## src/rtl/mdr_sequencer_pkg.sv

```systemverilog
// mdr_sequencer_pkg
// Shared types and helpers for the multiply/divide/square-root control
// sequencer: operation codes, FSM state encoding and the per-operation
// iteration count.
package mdr_sequencer_pkg;

  typedef enum logic [1:0] {
    OP_MUL  = 2'b00,
    OP_DIV  = 2'b01,
    OP_SQRT = 2'b10,
    OP_ILL  = 2'b11
  } op_e;

  typedef enum logic [2:0] {
    S_IDLE,
    S_WAIT_Y,
    S_ARMED,
    S_RUN,
    S_DONE,
    S_ERROR
  } seq_state_e;

  // Number of accumulator iterations for an operation on n-bit operands.
  // Square root produces n/2 result bits, so it needs half the cycles.
  // The illegal code never reaches RUN; it maps to n only to stay in range.
  function automatic int unsigned iter_of(input logic [1:0] op, input int unsigned n);
    if (op == OP_SQRT) begin
      return n / 2;
    end
    return n;
  endfunction

endpackage

```

## src/rtl/mdr_iter_counter.sv

```systemverilog
// mdr_iter_counter
// Iteration counter for the AQ accumulator run.
//   clk   : system clock
//   rst   : asynchronous active-low reset
//   clr   : synchronous clear to zero (takes priority over en)
//   en    : advance one step per cycle while below term
//   term  : terminal value (ITER-1); the counter saturates there
//   count : current iteration index
//   last  : high while enabled on the terminal value
module mdr_iter_counter #(
  parameter int C = 4
) (
  input  logic       clk,
  input  logic       rst,
  input  logic       clr,
  input  logic       en,
  input  logic [C:0] term,
  output logic [C:0] count,
  output logic       last
);

  logic [C:0] count_q;
  logic [C:0] count_d;

  // Holding at term (rather than wrapping) keeps count valid on the
  // final cycle, when the FSM is already leaving RUN.
  always_comb begin
    count_d = count_q;
    if (clr) begin
      count_d = '0;
    end else if (en && (count_q != term)) begin
      count_d = count_q + {{C{1'b0}}, 1'b1};
    end
  end

  always_ff @(posedge clk or negedge rst) begin
    if (!rst) begin
      count_q <= '0;
    end else begin
      count_q <= count_d;
    end
  end

  assign count = count_q;
  assign last  = en && (count_q == term);

endmodule

```

## src/rtl/mdr_sequencer.sv

```systemverilog
// mdr_sequencer
// Control FSM for the multiply/divide/square-root datapath. Steers load
// pulses into the X and Y operand registers, latches the op code, checks
// operands on start and runs the iteration counter that enables AQ.
//   clk, rst        : clock, asynchronous active-low reset
//   load, start     : debounced single-cycle pulses
//   op, data        : op select (sampled on first load), operand bus (Y zero check)
//   load_x, load_y  : operand register write enables (combinational)
//   op_q            : latched op to datapath muxes
//   acc_clr, acc_en : AQ first-iteration select and enable
//   count, last     : iteration index and final-iteration flag
//   loaded_x/y      : operand-captured indicators
//   busy, ready, error : status
module mdr_sequencer
  import mdr_sequencer_pkg::*;
#(
  parameter int N = 16,
  parameter int C = $clog2(N)
) (
  input  logic         clk,
  input  logic         rst,
  input  logic         load,
  input  logic         start,
  input  logic [1:0]   op,
  input  logic [N-1:0] data,
  output logic         load_x,
  output logic         load_y,
  output logic [1:0]   op_q,
  output logic         acc_clr,
  output logic         acc_en,
  output logic [C:0]   count,
  output logic         last,
  output logic         loaded_x,
  output logic         loaded_y,
  output logic         busy,
  output logic         ready,
  output logic         error
);

  localparam int CW = C + 1;

  seq_state_e state_q, state_d;
  logic [1:0] op_latch_q, op_latch_d;
  logic       loaded_x_q, loaded_x_d;
  logic       loaded_y_q, loaded_y_d;
  logic       y_zero_q, y_zero_d;

  logic       load_x_c, load_y_c, acc_clr_c, ready_c;
  logic       run_w, last_w;
  logic [C:0] term_w;

  assign run_w  = (state_q == S_RUN);
  assign term_w = CW'(iter_of(op_latch_q, N) - 1);

  mdr_iter_counter #(.C(C)) u_iter (
    .clk   (clk),
    .rst   (rst),
    .clr   (acc_clr_c),
    .en    (run_w),
    .term  (term_w),
    .count (count),
    .last  (last_w)
  );

  always_comb begin
    state_d    = state_q;
    op_latch_d = op_latch_q;
    loaded_x_d = loaded_x_q;
    loaded_y_d = loaded_y_q;
    y_zero_d   = y_zero_q;
    load_x_c   = 1'b0;
    load_y_c   = 1'b0;
    acc_clr_c  = 1'b0;
    ready_c    = 1'b0;
    case (state_q)
      // DONE accepts a new operation exactly like IDLE; load beats start.
      S_IDLE, S_DONE: begin
        ready_c = (state_q == S_DONE);
        if (load) begin
          load_x_c   = 1'b1;
          op_latch_d = op;
          loaded_x_d = 1'b1;
          loaded_y_d = 1'b0;
          state_d    = (op == OP_SQRT) ? S_ARMED : S_WAIT_Y;
        end else if (start && (state_q == S_DONE)) begin
          // Re-run on the held operands; ready drops with the clear pulse.
          acc_clr_c = 1'b1;
          ready_c   = 1'b0;
          state_d   = S_RUN;
        end
      end
      S_WAIT_Y: begin
        if (load) begin
          load_y_c   = 1'b1;
          y_zero_d   = (data == '0);
          loaded_y_d = 1'b1;
          state_d    = S_ARMED;
        end
      end
      // A load arriving here is dropped; start always takes precedence.
      S_ARMED: begin
        if (start) begin
          if ((op_latch_q == OP_ILL) || ((op_latch_q == OP_DIV) && y_zero_q)) begin
            state_d = S_ERROR;
          end else begin
            acc_clr_c = 1'b1;
            state_d   = S_RUN;
          end
        end
      end
      S_RUN: begin
        if (last_w) begin
          state_d = S_DONE;
        end
      end
      // The clearing load is swallowed: no X write on the way back to IDLE.
      S_ERROR: begin
        if (load) begin
          loaded_x_d = 1'b0;
          loaded_y_d = 1'b0;
          state_d    = S_IDLE;
        end
      end
      default: state_d = S_IDLE;
    endcase
  end

  always_ff @(posedge clk or negedge rst) begin
    if (!rst) begin
      state_q    <= S_IDLE;
      op_latch_q <= 2'b00;
      loaded_x_q <= 1'b0;
      loaded_y_q <= 1'b0;
      y_zero_q   <= 1'b0;
    end else begin
      state_q    <= state_d;
      op_latch_q <= op_latch_d;
      loaded_x_q <= loaded_x_d;
      loaded_y_q <= loaded_y_d;
      y_zero_q   <= y_zero_d;
    end
  end

  // Combinational strobes are gated by reset so every output reads 0
  // while rst is held low, even if a pulse is present.
  assign load_x   = rst & load_x_c;
  assign load_y   = rst & load_y_c;
  assign acc_clr  = rst & acc_clr_c;
  assign ready    = rst & ready_c;
  assign last     = rst & last_w;
  assign acc_en   = run_w;
  assign busy     = run_w;
  assign error    = (state_q == S_ERROR);
  assign op_q     = op_latch_q;
  assign loaded_x = loaded_x_q;
  assign loaded_y = loaded_y_q;

endmodule

```

## config.mk

```make
export PLATFORM = sky130hd
export DESIGN_NAME = mdr_sequencer
export DESIGN_NICKNAME = d
export VERILOG_FILES = /design/src/rtl/mdr_sequencer_pkg.sv /design/src/rtl/mdr_iter_counter.sv /design/src/rtl/mdr_sequencer.sv
export SDC_FILE = /design/constraint.sdc
export NUM_CORES = 1
export LEC_CHECK = 0
export ABC_AREA = 1
export BUFFER_PORTS_ARGS = -buffer_cell sky130_fd_sc_hd__buf_2
export CAP_MARGIN = 20
export CORE_ASPECT_RATIO = 1.4
export CORE_MARGIN = 5
export CORE_UTILIZATION = 45
export DETAILED_ROUTE_END_ITERATION = 6
export PLACE_DENSITY = 0.88
export SLEW_MARGIN = 20
export SYNTH_ARGS = -nofsm -noshare
export SYNTH_HDL_FRONTEND = slang
export SYNTH_SLANG_ARGS = --single-unit
```

## constraint.sdc

```tcl
create_clock -name clk -period 2.95 [get_ports clk]
set_input_delay 0.59 -clock clk [delete_from_list [all_inputs] [get_ports clk]]
set_output_delay 0.59 -clock clk [all_outputs]
set_load 0.1 [all_outputs]
```

# [Word-level counts from Yosys, hierarchy flattened]
# Cells that the tools add are included.
[word_totals] inputBits=22 reg_bits=13 out_inout_bits=17
[classes] n_bitwise=5 add_sub_neg=2 n_mux=29 eq_ne=18 reduce_logical=17
[op_table] op="$mux 3" count=7
[op_table] op="$logic_not 16->1" count=1
[op_table] op="$mux 5" count=3
[op_table] op="$pmux 3 s5" count=1
[op_table] op="$mux 1" count=13
[op_table] op="$ne 2x2->1 const B" count=5
[op_table] op="$eq 2x2->1 const B" count=3
[op_table] op="$eq 3x2->1 const B" count=2
[op_table] op="$eq 3x3->1 const B" count=2
[op_table] op="$pmux 1 s2" count=3
[op_table] op="$reduce_and 3->1" count=2
[op_table] op="$reduce_bool 2->1" count=3
[op_table] op="$add 5x1->5 const B" count=1
[op_table] op="$and 1x1->1" count=5
[op_table] op="$eq 5x5->1" count=1
[op_table] op="$ne 5x5->1" count=1
[op_table] op="$reduce_and 5->1" count=1
[op_table] op="$sub 5x1->5 const B" count=1
[op_table] op="$logic_and 1x1->1" count=4
[op_table] op="$mux 4" count=1
[op_table] op="$reduce_and 2->1" count=2
[op_table] op="$eq 3x1->1 const B" count=1
[op_table] op="$logic_not 3->1" count=1
[op_table] op="$ne 3x3->1 const B" count=1
[op_table] op="6 further kinds" count=6

# [Depth between registers and ports, before layout]
[depth] ltp_word=8 depth_mapped=9 ltp_nobuf=9

# [Hierarchy]
# Synthesis repeated with hierarchy kept, for this count alone.
[hier_totals] cells_unflattened=154 area_unflattened_um2=991.0
[modules_own_cells] module="mdr_sequencer" cells_each=95 area_each_um2=595.6 instances=1 seq_area_each_um2=200.2
[modules_own_cells] module="mdr_iter_counter" cells_each=59 area_each_um2=395.4 instances=1 seq_area_each_um2=125.1

# [Worst setup path after synthesis]
# No wires, ideal clock.
[synth_timing] path_type="register -> output" start="register u_iter.count_q[0], in the netlist u_iter.count[0]" end="output last" t_required_ns=2.360 setup_slack_ns=-2.123 stages_incl_launch_ff=6 n_path_buf=0 arrival_ns=4.483 cell_sequence="dfrtp_1 ha_1 nand2_1 nor2_1 nand3_2 nor4_1"
[synth_between] elab_chain_cells=3
[synth_lines] item="start: declaration" line="mdr_iter_counter.sv:22" rtl="logic [C:0] count_q;"
[synth_lines] item="start signal: assignment" line="mdr_iter_counter.sv:40" rtl="count_q <= count_d;"
[synth_lines] item="$eq 5x5->1" line="mdr_iter_counter.sv:45" rtl="assign last = en && (count_q == term);"
[synth_lines] item="$logic_and 1x1->1" line="mdr_iter_counter.sv:45"
[synth_lines] item="$and 1x1->1" line="mdr_sequencer.sv:150" rtl="assign last = rst & last_w;"
[synth_lines] item="end: declaration" line="mdr_sequencer.sv:32" rtl="output logic last,"
# No other way between the ends.

# [Worst setup path after layout]
# Ends and elaborated chain as after synthesis.

==> metrics <==
run status finished clean; Final Max Slew Viols 0; critical path arrival 1.96 ns; drt initial violations 18; R2R depth 8; ys async rst share 100%; Chip Height 63.5 µm; Num CTS Buffers 3; Final period util 86.3%; post-route ant nets 0; # Post-CTS Setup Buffers 0; vias in the first global route 1012; Remaining DRCs 0; FILL cells 172; hold buffers post-CTS 0; ranking of synthesized cells by area dfrtp_1 35%, nand2_1 11%, nand3_1 9.8%; Max IR drop VDD 757 µV; Max Cap Violations 0; clk sinks 13; post-cts resize count 0; largest area contributor in the netlist dfrtp_1; Hold WC Path Type in2async; area of the mapped netlist 921 µm²; Final Hold Viols 0; nature of the critical path endpoint primary output; non-filler instance count after layout 192; Crit path required time 2.36 ns; synth warn 0; Critical Path, Cell by Cell ha_1 -> nand2_1 -> nor2_1 -> nand3_2 -> nor4_4 -> buf_2; I/O pin count 39; CORE AREA 1950 µm²; CTS HTree Levels 1; clock latency on the worst-skew pair 0.29 ns; WL/cell 12.3 µm; root buffer cell clkbuf_4; DRT Pass-1 Iters 4; measured slew at the worst slew-check pin 0.491 ns; worst-path fanout max 5; syn_nets 153; #FFs+latches synth 13; Relative slew margins 67.5%; register area share after synthesis 35.3%; Startpoint Class flop; syn_area_per_cell 7.08 µm²; Total Routing Usage GR 17.8%; Cells after Synth 130; Finish-stage setup viols 0; final net count 195; n_diodes 0; Tot Pwr 1430 µW; row count 19; routability cong. 0.831; Finished Core Util 60.1%; leakage dissipation 0.000662 µW; worst-case clock buffer depth 2; CTS clock-pin slew for the worst setup and hold paths 0.08 ns; Initial Util 47.2%; DPL Wire Length 1920 µm; Crit-path slowest cell buf_2; antenna violations before repair 0; Crit Path Class reg2out; Inst Count DP 188; EDFF count, synth 0; Die X 48.2 µm; Max Clock Freq 0.393 GHz; largest net degree at the start of global routing 15; storage element area 325 µm²; most common cell in the synthesized netlist nand2_1; PD cells 1220 nW/µm²; first-pass GRT wire length 4030 µm; worst slack at placement 0.653 ns; Multi-input gate area 539 µm²; post-synth top area share 35.3%; vias per cell 5.25; final critical-path setup slack 0.403 ns; post-route minimum period 2.55 ns; top_reg_cell synth dfrtp_1; CTS tree yes; Area growth syn-to-layout 27.3%; Cell variety after synth 23; Port Buffers 38; fraction of layout cells with a size suffix above 1 36.8%; die area 3060 µm²; gr ovfl total 0; top cells by count, synth 28 x nand2_1, 23 x nor2_1, 18 x nand3_1; RSZ-0062 raised after global routing false; slowest stage delay, CP 0.46 ns; final wirelength 2370 µm; final setup skew 0.00507 ns; routed via count 1008
==> metal layers <==
metal | global-route usage [%] | part of all wire (%)
met4 | 13.8 | 4.4
met5 | 0 | 0
met1 | 17.6 | 36
met3 | 3.70 | 7.8
met2 | 29.2 | 51
==> final timing paths <==
check                                start  slack (ns)               to
setup / recovery           u_iter.count[0]        0.40             last
hold / removal                         rst        0.24  u_iter.count[3]
setup reg to reg           u_iter.count[0]        1.39       state_q[1]
hold reg to reg                   loaded_x        0.48         loaded_x
max in group asynchronous              rst        2.54         loaded_x
min in group clk                  loaded_x        0.48         loaded_x
==> cell type report <==
cell class                 count  area share (%)
clock buffer                   4            2.24
inverter                      14            4.91
multi-input combinational    101            46.0
tap                           21            2.24
timing repair buffer          39            16.9
sequential                    13            27.7
==> kinds of logic (layout without fill, tap and decap cells) <==
logic type / count (synthesis) / after routing / share of synthesized area (%)
xor+xnor: 1 / 1 / 0.951
mux: 1 / 1 / 1.63
flops: 13 / 13 / 35.3
compound gates: 8 / 8 / 4.35
simple gates: 90 / 90 / 47.8
buf+inv: 16 / 57 / 8.56
fa+ha+maj: 1 / 1 / 1.36
==> per-stage QoR <==
stage,hold WS [ns],setup TNS (ns),area (µm²)
floorplan,0.294,-0.301,943
global placement,0.449,0,1150
detailed placement,0.463,0,1150
CTS,0.244,0,1170
global route,0.251,0,1170
finish,0.236,0,1170
==> power breakdown <==
group / total, µW / internal, µW / switching [µW] / leakage (µW)
clock: 113 / 52.6 / 60.5 / 0.0000150
combinational: 981 / 200 / 781 / 0.000483
sequential: 332 / 243 / 89.2 / 0.000165
total: 1430 / 495 / 931 / 0.000662
==> flip-flops by register name, summed over array words and instances, names as in the netlist <==
| name | flops |
|---|---|
| u_iter.count | 5 |
| op_q | 2 |
| y_zero_q | 1 |
| loaded_x | 1 |
| state_q | 3 |
| loaded_y | 1 |
==> cell usage in the layout (no fill, tap or decap) <==
cell      synthesis  layout
clkinv_4          1       1
nor3_2            0       1
buf_4             1       1
a21oi_1           3       3
nand2_4           3       3
clkbuf_4          0       3
nand3b_1          1       1
buf_2             0      38
nor2_1           23      22
dfrtp_1          13      13
nand2_1          28      28
ha_1              1       1
nand3_1          18      18
xor2_1            1       1
inv_2             2       2
nor3_1            2       1
o21ai_0           5       5
nand3_2           1       1
nand4_1           3       3
clkbuf_1          0       1
nor2_2            2       3
mux2_4            1       1
nand2_2           6       6
nor4_4            0       1
inv_1            11      11
nor2_4            2       2
==> worst max-delay path: cells and delay by family, from the launching register on <==
| family | cells | cell delay, ns |
|---|---|---|
| and+or+nand+nor | 4 | 0.58 |
| buffers and inverters | 1 | 0.46 |
| adders and majority gates | 1 | 0.19 |
| DFF | 1 | 0.43 |
Power figures use the tool's default switching activity.
